<file path="src/rtl/vga_plot_buffer.sv">
// vga_plot_buffer: elastic pixel-write FIFO between drawing engines and the
// VGA adapter write port. Off-screen requests are clipped (consumed, not
// stored); the head entry is presented on registered out_* outputs.
// Optional feature macro: PLOT_DEDUP_EN -- drop a push identical to the most
// recently stored entry.
module vga_plot_buffer #(
    parameter int DEPTH = 16,
    parameter int AW    = $clog2(DEPTH)
) (
    input  logic          clk,
    input  logic          rst,
    input  logic [7:0]    in_x,
    input  logic [6:0]    in_y,
    input  logic [2:0]    in_colour,
    input  logic          in_plot,
    output logic          in_ready,
    output logic [7:0]    out_x,
    output logic [6:0]    out_y,
    output logic [2:0]    out_colour,
    output logic          out_plot,
    input  logic          out_ready,
    output logic [AW:0]   count,
    output logic          overflow
);

    localparam logic [AW:0] C_FULL = (AW+1)'(DEPTH);
    localparam logic [AW:0] C_ONE  = (AW+1)'(1);

    logic [17:0]   r_mem [DEPTH];
    logic [AW-1:0] r_wptr;
    logic [AW-1:0] r_rptr;
    logic [AW:0]   r_count;
    logic [17:0]   r_head;
    logic          r_overflow;

    logic [17:0]   w_in;
    logic          w_push;
    logic          w_clip;
    logic          w_dup;
    logic          w_store;
    logic          w_pop;
    logic [AW-1:0] w_rptr_inc;

    assign w_in       = {in_x, in_y, in_colour};
    assign in_ready   = (r_count != C_FULL);
    assign out_plot   = (r_count != '0);
    assign w_push     = in_plot && in_ready;
    assign w_clip     = (in_x > 8'd159) || (in_y > 7'd119);
    assign w_store    = w_push && !w_clip && !w_dup;
    assign w_pop      = out_plot && out_ready;
    assign w_rptr_inc = r_rptr + AW'(1);

`ifdef PLOT_DEDUP_EN
    logic        r_last_vld;
    logic [17:0] r_last;

    assign w_dup = r_last_vld && (w_in == r_last);

    // Remember the most recently stored entry for duplicate suppression
    always_ff @(posedge clk) begin
        if (rst) begin
            r_last_vld <= 1'b0;
            r_last     <= '0;
        end else if (w_store) begin
            r_last_vld <= 1'b1;
            r_last     <= w_in;
        end
    end
`else
    assign w_dup = 1'b0;
`endif

    // Storage array; contents are don't-care until written, so no reset
    always_ff @(posedge clk) begin
        if (w_store) r_mem[r_wptr] <= w_in;
    end

    // Pointers and occupancy
    always_ff @(posedge clk) begin
        if (rst) begin
            r_wptr  <= '0;
            r_rptr  <= '0;
            r_count <= '0;
        end else begin
            if (w_store) r_wptr <= r_wptr + AW'(1);
            if (w_pop)   r_rptr <= w_rptr_inc;
            case ({w_store, w_pop})
                2'b10:   r_count <= r_count + C_ONE;
                2'b01:   r_count <= r_count - C_ONE;
                default: r_count <= r_count;
            endcase
        end
    end

    // Head register: tracks the entry that will be at the head after this
    // edge, bypassing the array when the incoming push becomes the head.
    always_ff @(posedge clk) begin
        if (rst) begin
            r_head <= '0;
        end else if (w_pop) begin
            if (r_count >= (AW+1)'(2)) r_head <= r_mem[w_rptr_inc];
            else if (w_store)          r_head <= w_in;
        end else if (r_count == '0 && w_store) begin
            r_head <= w_in;
        end
    end

    // Sticky overflow: request seen while the buffer was full
    always_ff @(posedge clk) begin
        if (rst)                      r_overflow <= 1'b0;
        else if (in_plot && !in_ready) r_overflow <= 1'b1;
    end

    assign out_x      = r_head[17:10];
    assign out_y      = r_head[9:3];
    assign out_colour = r_head[2:0];
    assign count      = r_count;
    assign overflow   = r_overflow;

endmodule

</file>
<file path="config.mk">
export PLATFORM = sky130hd
export DESIGN_NAME = vga_plot_buffer
export DESIGN_NICKNAME = d
export VERILOG_FILES = /design/src/rtl/vga_plot_buffer.sv
export SDC_FILE = /design/constraint.sdc
export NUM_CORES = 1
export LEC_CHECK = 0
export BUFFER_PORTS_ARGS = -buffer_cell sky130_fd_sc_hd__buf_2
export CAP_MARGIN = 20
export CORE_MARGIN = 4
export CORE_UTILIZATION = 35
export CTS_CLUSTER_DIAMETER = 50
export DETAILED_ROUTE_END_ITERATION = 6
export GPL_TIMING_DRIVEN = 1
export PLACE_DENSITY = 0.54
export SETUP_SLACK_MARGIN = 0.3
export SYNTH_ARGS = -nofsm -noshare
export SYNTH_HDL_FRONTEND = slang
export SYNTH_SLANG_ARGS = --single-unit
</file>
<file path="constraint.sdc">
create_clock -name clk -period 7.8 [get_ports clk]
set_input_delay 0.78 -clock clk [delete_from_list [all_inputs] [get_ports clk]]
set_output_delay 0.78 -clock clk [all_outputs]
set_load 0.02 [all_outputs]
</file>
==> results.yml, run 1 <==
outcome:
  status: "finished, final reports clean"
yosys:
  synth_top_area_share_pct: 66.72
  syn_area_um2: 12960
  syn_nets: 854
  synth_seq_cells: 320
  yosys.area_share.simple_pct: 6.844
  yosysWarningCount: 0
  synth_xor_area_share_pct: 0.9267
  synth_cell_types: 49
  synth_top_family_by_area: "multiplexers"
  ys_seq_area_share_pct: 71.67
  synth_ff_type: "edfxtp_1"
  synth_edf_count: 288
  ys_async_sr_fraction_pct: 0
  yosys.area_share.adder_pct: 0.8688
  avgSynthCellArea_um2: 15.75
  synthCells: 823
  synth_top_cells_by_area: "edfxtp_1, mux2i_1, dfxtp_1, nand3_1, a22oi_1"
  synth_compound_area_share_pct: 6.284
  muxShareOfSynthArea_pct: 11.31
  synth_top_cell_by_area: "edfxtp_1"
critical_path:
  crit_required_ps: 8250
  rr_worst_depth: 7
  r2r_setup_slack_ps: 4600
  crit_fanout: 18
  crit_family: "simple AND/OR/NAND/NOR gates"
  slowest_stage: "nor2b_4"
  r2r_start: "r_rptr[0]"
  arrival_ps: 3670
  worstSetupEndpointType: "flip-flop"
  worstReg2RegEnd: "r_head[1]"
  crit_type: "in -> reg"
  crit_chain: "buf_2 > o21ai_0 > nand3_1 > nor2_1 > inv_1 > ha_1 > a221oi_2 > nor2b_4 > a32o_1"
  crit_buf_inv: 2
  slowest_delay_ps: 690
  start_kind: "input port"
route:
  drc_errors: 0
  vias_per_cell: 5.335
  drt-total-wl_um: 32300
  wl_per_cell_um: 23.31
  vias: 7394
  firstDrtPassIters: 5
  drt-initial-drc-count: 519
  postRouteAntennaNets: 0
clock_network:
  cts_tree: "built"
  cts.sinks: 320
  clk_pin_slew_ps: 50
  ctsHoldBuffers: 0
  clockBufferDepth: 3
  insertion_delay_ps: 510
  numCtsBuffers: 39
  cts_resized: 0
  clockRootBuffer: "clkbuf_16"
  h-tree-depth: 2
  postCtsSetupRepairBufs: 0
sta:
  timing.fmax_mhz: 309.9
  worst_pin_slew_ps: 1359
  fin_skew_ps: 16.76
  min_period_over_period_pct: 41.36
  slew_headroom_pct: 9.422
  hold_violations: 0
  drv_slew: 0
  tns_ps: 0
  finalSetupViolations: 0
  rsz0062_at_grt: "no"
  finalWorstPathRequiredPeriod_ps: 3226
  whs_ps: 463.8
min_path:
  min_path_type: "reg -> reg"
  whs_path_depth: 1
  hold_end: "r_head[11]"
  hp-start: "r_head[11]"
floorplan:
  die_y_um: 200.4
  die_area_um2: 40170
  die_w_um: 200.4
  core_area_um2: 36610
  placement_rows: 70
  pin_count: 48
  initial_utilization_pct: 35.40
power_and_ir_drop:
  irDropWorstVdd_mv: 0.3257
  leakage_uw: 0.004931
  p_per_area_nw_per_um2: 344.8
global_routing:
  antenna_found_initial: 0
  grt_pass1_vias: 7217
  grt-ovfl-total: 0
  grt_pass1_wl_um: 47930
  grt_max_degree: 139
  track_usage_pct: 15.63
cells_and_area:
  fin_nets: 920
  antennaDiodeCount: 0
  synthToLayoutAreaGrowth_pct: 16.90
  final.fill_count: 3348
  drive_gt1_share_pct: 18.08
placed_design:
  io_buffer_count: 47
  routabilityCongestion: 0.7560
  dp_hpwl_um: 18240
flow_run:
  drv_cap: 0
-- layout make-up --
class                           instances  area [µm²]  area share, %
Clock buffer                           47        1016          6.705
Clock inverter                         23       266.5          1.759
Inverter                                7       26.28         0.1734
Multi-Input combinational cell        448        3506          23.14
Sequential cell                       320        9290          61.31
Tap cell                              468       585.6          3.865
Timing Repair Buffer                   73       461.7          3.047
-- layer usage --
metal	vias up	wire length, µm	track usage, %
met1	3748	15400	23.15
li1	3373	-	-
met5	-	0	0
met3	50	1896	3.409
met2	223	14310	23.57
met4	0	689	3.909
-- synthesized netlist by cell type, types with 2 or more instances --
cell and number:
a21o_1 19, a21oi_1 25, a22oi_1 36, a32o_1 18, buf_1 3, buf_2 10
buf_6 5, clkbuf_1 28, dfxtp_1 32, edfxtp_1 288, ha_1 9, inv_1 6
mux2i_1 142, mux4_2 2, nand2_1 9, nand2b_1 3, nand3_1 72, nand4_1 18
nor2_1 46, nor2_2 4, nor3_1 6, o21ai_0 6, or3_1 2, xnor2_1 4
xor2_1 6
-- flip-flops by register name, indices dropped and copies added, names as in the netlist --
signal and flops:
count 5, overflow 1, r_rptr 4, r_wptr 4
r_head 18, r_mem 288
-- worst max-delay path by stage --
| stage | cells past startpoint | start | end |
|---|---|---|---|
| floorplan | 5 | in_x[6] | r_mem[0][0] |
| global route | 13 | in_x[6] | count[4] |
| CTS | 11 | count[1] | count[4] |
| finish | 9 | in_x[6] | r_head[13] |
| detailed placement | 7 | in_x[6] | r_mem[1][0] |
| global placement | 7 | in_x[6] | r_mem[2][13] |
-- cell families (layout without fill, tap and decap cells) --
| logic type | count (synthesis) | in the layout |
|---|---|---|
| compound gates | 111 | 111 |
| simple gates | 172 | 172 |
| xor+xnor | 12 | 12 |
| mux | 144 | 144 |
| fa+ha+maj | 9 | 9 |
| buf+inv | 55 | 150 |
| flops | 320 | 320 |
-- cells in the final DEF (no fill, tap or decap), drive strengths merged, types with 19 or more instances in the layout --
| master | Yosys | routed |
|---|---|---|
| edfxtp | 288 | 288 |
| mux2i | 142 | 142 |
| buf | 20 | 73 |
| nand3 | 72 | 72 |
| nor2 | 50 | 50 |
| clkbuf | 28 | 47 |
| a22oi | 36 | 36 |
| dfxtp | 32 | 32 |
| a21oi | 25 | 25 |
| a21o | 19 | 19 |
-- power breakdown --
group | switching, µW | internal [µW] | total [µW]
sequential | 73.9 | 1930 | 2010
combinational | 853 | 576 | 1430
clock | 688 | 1100 | 1790
-- through the flow --
stage	area, µm²	setup WS, ps	utilization, %	power [µW]	cells
6_report	15150	4574	41.39	5224	1386
5_1_grt	15150	4303	41.39	5451	1386
4_1_cts	15130	4549	41.32	5257	1384
3_5_place_dp	13840	4070	37.81	3461	1314
3_3_place_gp	13820	3936	37.75	3452	1312
2_1_floorplan	12960	4500	-	3057	823
Power figures use the tool's default switching activity.
==> run 2, diff against run 1 <==
- PLACE_DENSITY: 0.54 -> 0.56
- clock period: 7.8 -> 2.6 ns (I/O delays scaled with it)
==> results.yml, run 2 (same netlist as run 1, synthesis figures left out) <==
critical_path:
  rr_worst_depth: 10
  slowest_delay_ps: 540
  arrival_ps: 2880
  slowest_stage: "or4_4"
  critPathCapture: "count[4]"
  start_kind: "flip-flop"
  crit_required_ps: 3040
  critPathLaunch: "count[3]"
  r2r_setup_slack_ps: 160
  worstSetupEndpointType: "flip-flop"
  crit_fanout: 4
  crit_chain: "or4_4 > o21ai_4 > inv_2 > ha_4 > xor2_1 > ha_2 > o211ai_1 > a21o_1 > or3_1 > a21oi_2"
  r2r_start: "count[3]"
  worstReg2RegEnd: "count[4]"
  crit_type: "reg -> reg"
sta:
  min_period_over_period_pct: 93.99
  rsz0062_at_grt: "yes"
  finalSetupViolations: 0
  timing.fmax_mhz: 409.2
  fin_skew_ps: 10.18
  worst_pin_slew_ps: 983.0
  drv_slew: 0
  slew_headroom_pct: 34.25
  finalWorstPathRequiredPeriod_ps: 2444
  hold_violations: 0
route:
  vias: 7496
  firstDrtPassIters: 5
  wl_per_cell_um: 22.41
  drt-initial-drc-count: 569
  drt-total-wl_um: 32030
  postRouteAntennaNets: 0
  drc_errors: 0
  vias_per_cell: 5.246
floorplan:
  die_y_um: 200.4
  pin_count: 48
  die_w_um: 200.4
  die_area_um2: 40170
  initial_utilization_pct: 35.40
  placement_rows: 70
  core_area_um2: 36610
power_and_ir_drop:
  irDropWorstVdd_mv: 0.6796
  p_per_area_nw_per_um2: 991.4
  leakage_uw: 0.005157
  p_sw_share_pct: 31.17
  pwr-share-seq_pct: 38.2
  combPwrFrac_pct: 31.0
  switchingPower_uw: 4850
  clkPwrFrac_pct: 30.8
  power.internal_uw: 10710
clock_network:
  clk_pin_slew_ps: 50
  numCtsBuffers: 37
  insertion_delay_ps: 510
  cts.sinks: 320
  cts_tree: "built"
  clockRootBuffer: "clkbuf_16"
  h-tree-depth: 2
  clockBufferDepth: 3
  ctsHoldBuffers: 0
cells_and_area:
  drive_gt1_share_pct: 23.73
  final_cell_mix: "edfxtp_1, mux2i_1, nand3_1"
  fin_nets: 966
  antennaDiodeCount: 0
  regMostFlops: "r_mem"
  synthToLayoutAreaGrowth_pct: 21.10
  final_util_pct: 42.87
  finalInstanceArea_um2: 15700
  largest_register_ffs: 288
  final_common_cell: "edfxtp_1"
global_routing:
  track_usage_pct: 15.42
  grt_max_degree: 53
  grt_pass1_wl_um: 47220
  antenna_found_initial: 0
  grt_pass1_vias: 7379
  grt-ovfl-total: 0
placed_design:
  io_buffer_count: 47
  dp_hpwl_um: 19090
  routabilityCongestion: 0.7547
  place_area_um2: 14450
outcome:
  status: "finished, final reports clean"
min_path:
  whs_path_depth: 3
  min_path_type: "in -> reg"
flow_run:
  drv_cap: 0
## run 2: changes by cell type in the layout (fill, tap and decap cells not counted), sizes merged
cell / delta
buf: +48
bufinv: -5
clkbuf: +5
clkinvlp: -2
inv: -2
clkinv: -1
## run 2: layout make-up
type                       count  area (µm²)
sequential                   320        9298
fill                        3302       20910
multi-input combinational    448        3592
inverter                       7       26.28
clock inverter                13       75.07
tap                          468       585.6
clock buffer                  52        1055
timing repair buffer         121        1065
## run 2: worst min path at each step
stage | slack [ps] | startpoint | end
3_5_place_dp | 460 | overflow | overflow
5_1_grt | 100 | in_plot | overflow
4_1_cts | 50 | in_plot | overflow
6_report | 80 | in_plot | overflow
3_3_place_gp | 470 | overflow | overflow
2_1_floorplan | 360 | in_colour[0] | r_mem[0][0]
## run 2: timing repair
item	in CTS	in global routing
resized for setup	3	12
pin swaps	4	5
buffers inserted	3	5
endpoints found under the setup margin	10	21
## run 2: critical path, delay by kind of cell, from the launching register on
kind | cells | cell delay [ps]
AND/OR/NAND/NOR | 2 | 900
buffers and inverters | 1 | 80
XOR/XNOR | 1 | 140
adder cells (fa/ha/maj) | 2 | 390
flip-flops | 1 | 330
AO/OA/AOI/OAI | 4 | 550
## run 2: power groups by stage
stage / Clock (µW) / Sequential (µW) / Combinational (µW)
after floorplan: 0 / 6130 / 3110
after global placement: 0 / 6030 / 4610
after detailed placement: 0 / 6040 / 4650
after CTS: 4890 / 5930 / 4750
after global routing: 5110 / 5960 / 5170
final: 4790 / 5940 / 4830
## run 2: layer usage
metal	vias up	global-route usage (%)	part of all wire, %
li1	3456	-	-
met1	3780	22.40	46
met2	220	24.44	47
met3	40	2.795	5.6
met4	0	3.343	1.8
met5	-	0	0
## run 2: through the flow
stage	setup WS [ps]	std cells	total power, µW	TNS, ps	hold slack, ps
CTS	158.6	1424	15580	0	45.89
detailed placement	100.2	1356	10690	0	457.1
global placement	83.39	1356	10640	0	469.1
floorplan	-81.87	823	9241	-99.18	358.9
global route	42.55	1429	16240	0	98.26
finish	156.3	1429	15560	0	75.46
==> run 3, diff against run 2 <==
- RECOVER_POWER: unset -> 25
- TNS_END_PERCENT: unset -> 5
==> results.yml, run 3 (same netlist as run 1, synthesis figures left out) <==
cells_and_area:
  final.fill_count: 3321
  multiInputGateArea_um2: 3566
  drive_gt1_share_pct: 20.92
  antennaDiodeCount: 0
  fin_nets: 957
  final_common_cell: "edfxtp_1"
  stdcell_count: 1424
  regMostFlops: "r_mem"
  register_area_um2: 9296
  final_cell_mix: "edfxtp_1, mux2i_1, nand3_1"
  synthToLayoutAreaGrowth_pct: 20.76
  finalInstanceArea_um2: 15650
  largest_register_ffs: 288
route:
  drt-initial-drc-count: 547
  wl_per_cell_um: 21.25
  postRouteAntennaNets: 0
  drc_errors: 0
  vias_per_cell: 5.145
  firstDrtPassIters: 5
  drt-total-wl_um: 30260
  vias: 7326
clock_network:
  clockRootBuffer: "clkbuf_16"
  cts.sinks: 320
  h-tree-depth: 2
  clockBufferDepth: 3
  insertion_delay_ps: 530
  numCtsBuffers: 39
  clk_pin_slew_ps: 50
  cts_tree: "built"
flow_run:
  drv_cap: 0
critical_path:
  arrival_ps: 2910
  crit_fanout: 5
  crit_required_ps: 3040
  crit_type: "reg -> reg"
  start_kind: "flip-flop"
  worstSetupEndpointType: "flip-flop"
placed_design:
  routabilityCongestion: 0.7545
  pre_cts_ws_ps: 70.66
  dp_hpwl_um: 18500
  dpl.cell_count: 1347
  place_area_um2: 14360
  io_buffer_count: 47
floorplan:
  die_w_um: 200.4
  initial_utilization_pct: 35.40
  placement_rows: 70
  pin_count: 48
  die_area_um2: 40170
  die_y_um: 200.4
  core_area_um2: 36610
sta:
  finalSetupViolations: 0
  setup_ws_ps: 131.3
  min_period_over_period_pct: 94.95
  fin_skew_ps: 25.89
  timing.fmax_mhz: 405.1
  drv_slew: 0
  whs_ps: 57.59
  hold_violations: 0
  worst_pin_slew_ps: 856.0
  slew_headroom_pct: 42.93
  rsz0062_at_grt: "yes"
  finalWorstPathRequiredPeriod_ps: 2469
power_and_ir_drop:
  leakage_uw: 0.005096
  power_uw: 15710
  p_per_area_nw_per_um2: 1003
  irDropWorstVdd_mv: 0.5236
global_routing:
  grt_pass1_wl_um: 45920
  grt_max_degree: 48
  antenna_found_initial: 0
  track_usage_pct: 14.67
  grt_pass1_vias: 7503
  grt-ovfl-total: 0
min_path:
  min_path_type: "in -> reg"
outcome:
  status: "finished, final reports clean"
run 3: changes by cell type in the layout (fill, tap and decap cells not counted), moves of 3 or more:
cell,previous run,this run
buf_2,47,35
buf_4,51,41
clkbuf_1,10,19
clkinv_1,2,8
a21oi_1,22,25
a21oi_2,3,0
clkbuf_8,3,6
run 3: layout make-up:
cell class / count / share of cell area (%)
clock inverters: 21 / 1.055
inverters: 7 / 0.1679
multi-input cells: 448 / 22.78
repair buffers: 110 / 5.979
flip-flops and latches: 320 / 59.39
well taps: 468 / 3.741
clock buffers: 50 / 6.882
run 3: worst max-delay path, cell delays in order (launching register included):
cell and delay (ps):
dfxtp_4 330, or4_4 550, o21ai_4 170, inv_2 70, ha_4 180, xor2_1 180
ha_2 210, o211ai_1 80, a21o_1 170, or3_1 340, a21oi_1 120
run 3: per-layer routing:
layer	vias up	routed length [µm]	global-route usage [%]
met2	162	14640	24.40
met4	0	646	3.958
met5	-	0	0
li1	3446	-	-
met1	3679	13630	20.03
met3	39	1343	2.617
run 3: stage by stage:
| step | setup TNS, ps | util, % |
|---|---|---|
| final | 0 | 42.75 |
| after global routing | -7.747 | 42.75 |
| after CTS | 0 | 42.73 |
| after detailed placement | 0 | 39.22 |
| after global placement | 0 | 39.22 |
| after floorplan | -99.23 | - |
run 3: timing repair:
item / in CTS / in global routing
setup endpoints to repair: 21 / 21
pin swaps: 7 / 6
endpoints found under the hold margin: 0 / 0
gates resized for setup: 2 / 5
buffers inserted: 5 / 1
hold buffers: 0 / 0
run 3: worst paths after layout:
| path | startpoint | end | slack [ps] | cells past startpoint |
|---|---|---|---|---|
| setup / recovery | count[2] | count[4] | 130 | 10 |
| setup reg to reg | count[2] | count[4] | 130 | 10 |
| hold / removal | in_plot | overflow | 60 | 3 |
| hold reg to reg | overflow | overflow | 470 | 2 |
run 3: power breakdown:
part | total, µW | switching (µW) | leakage, µW | internal, µW
combinational | 4650 | 2660 | 0.00163 | 2000
clock | 5120 | 2070 | 0.000610 | 3050
sequential | 5930 | 126 | 0.00286 | 5800
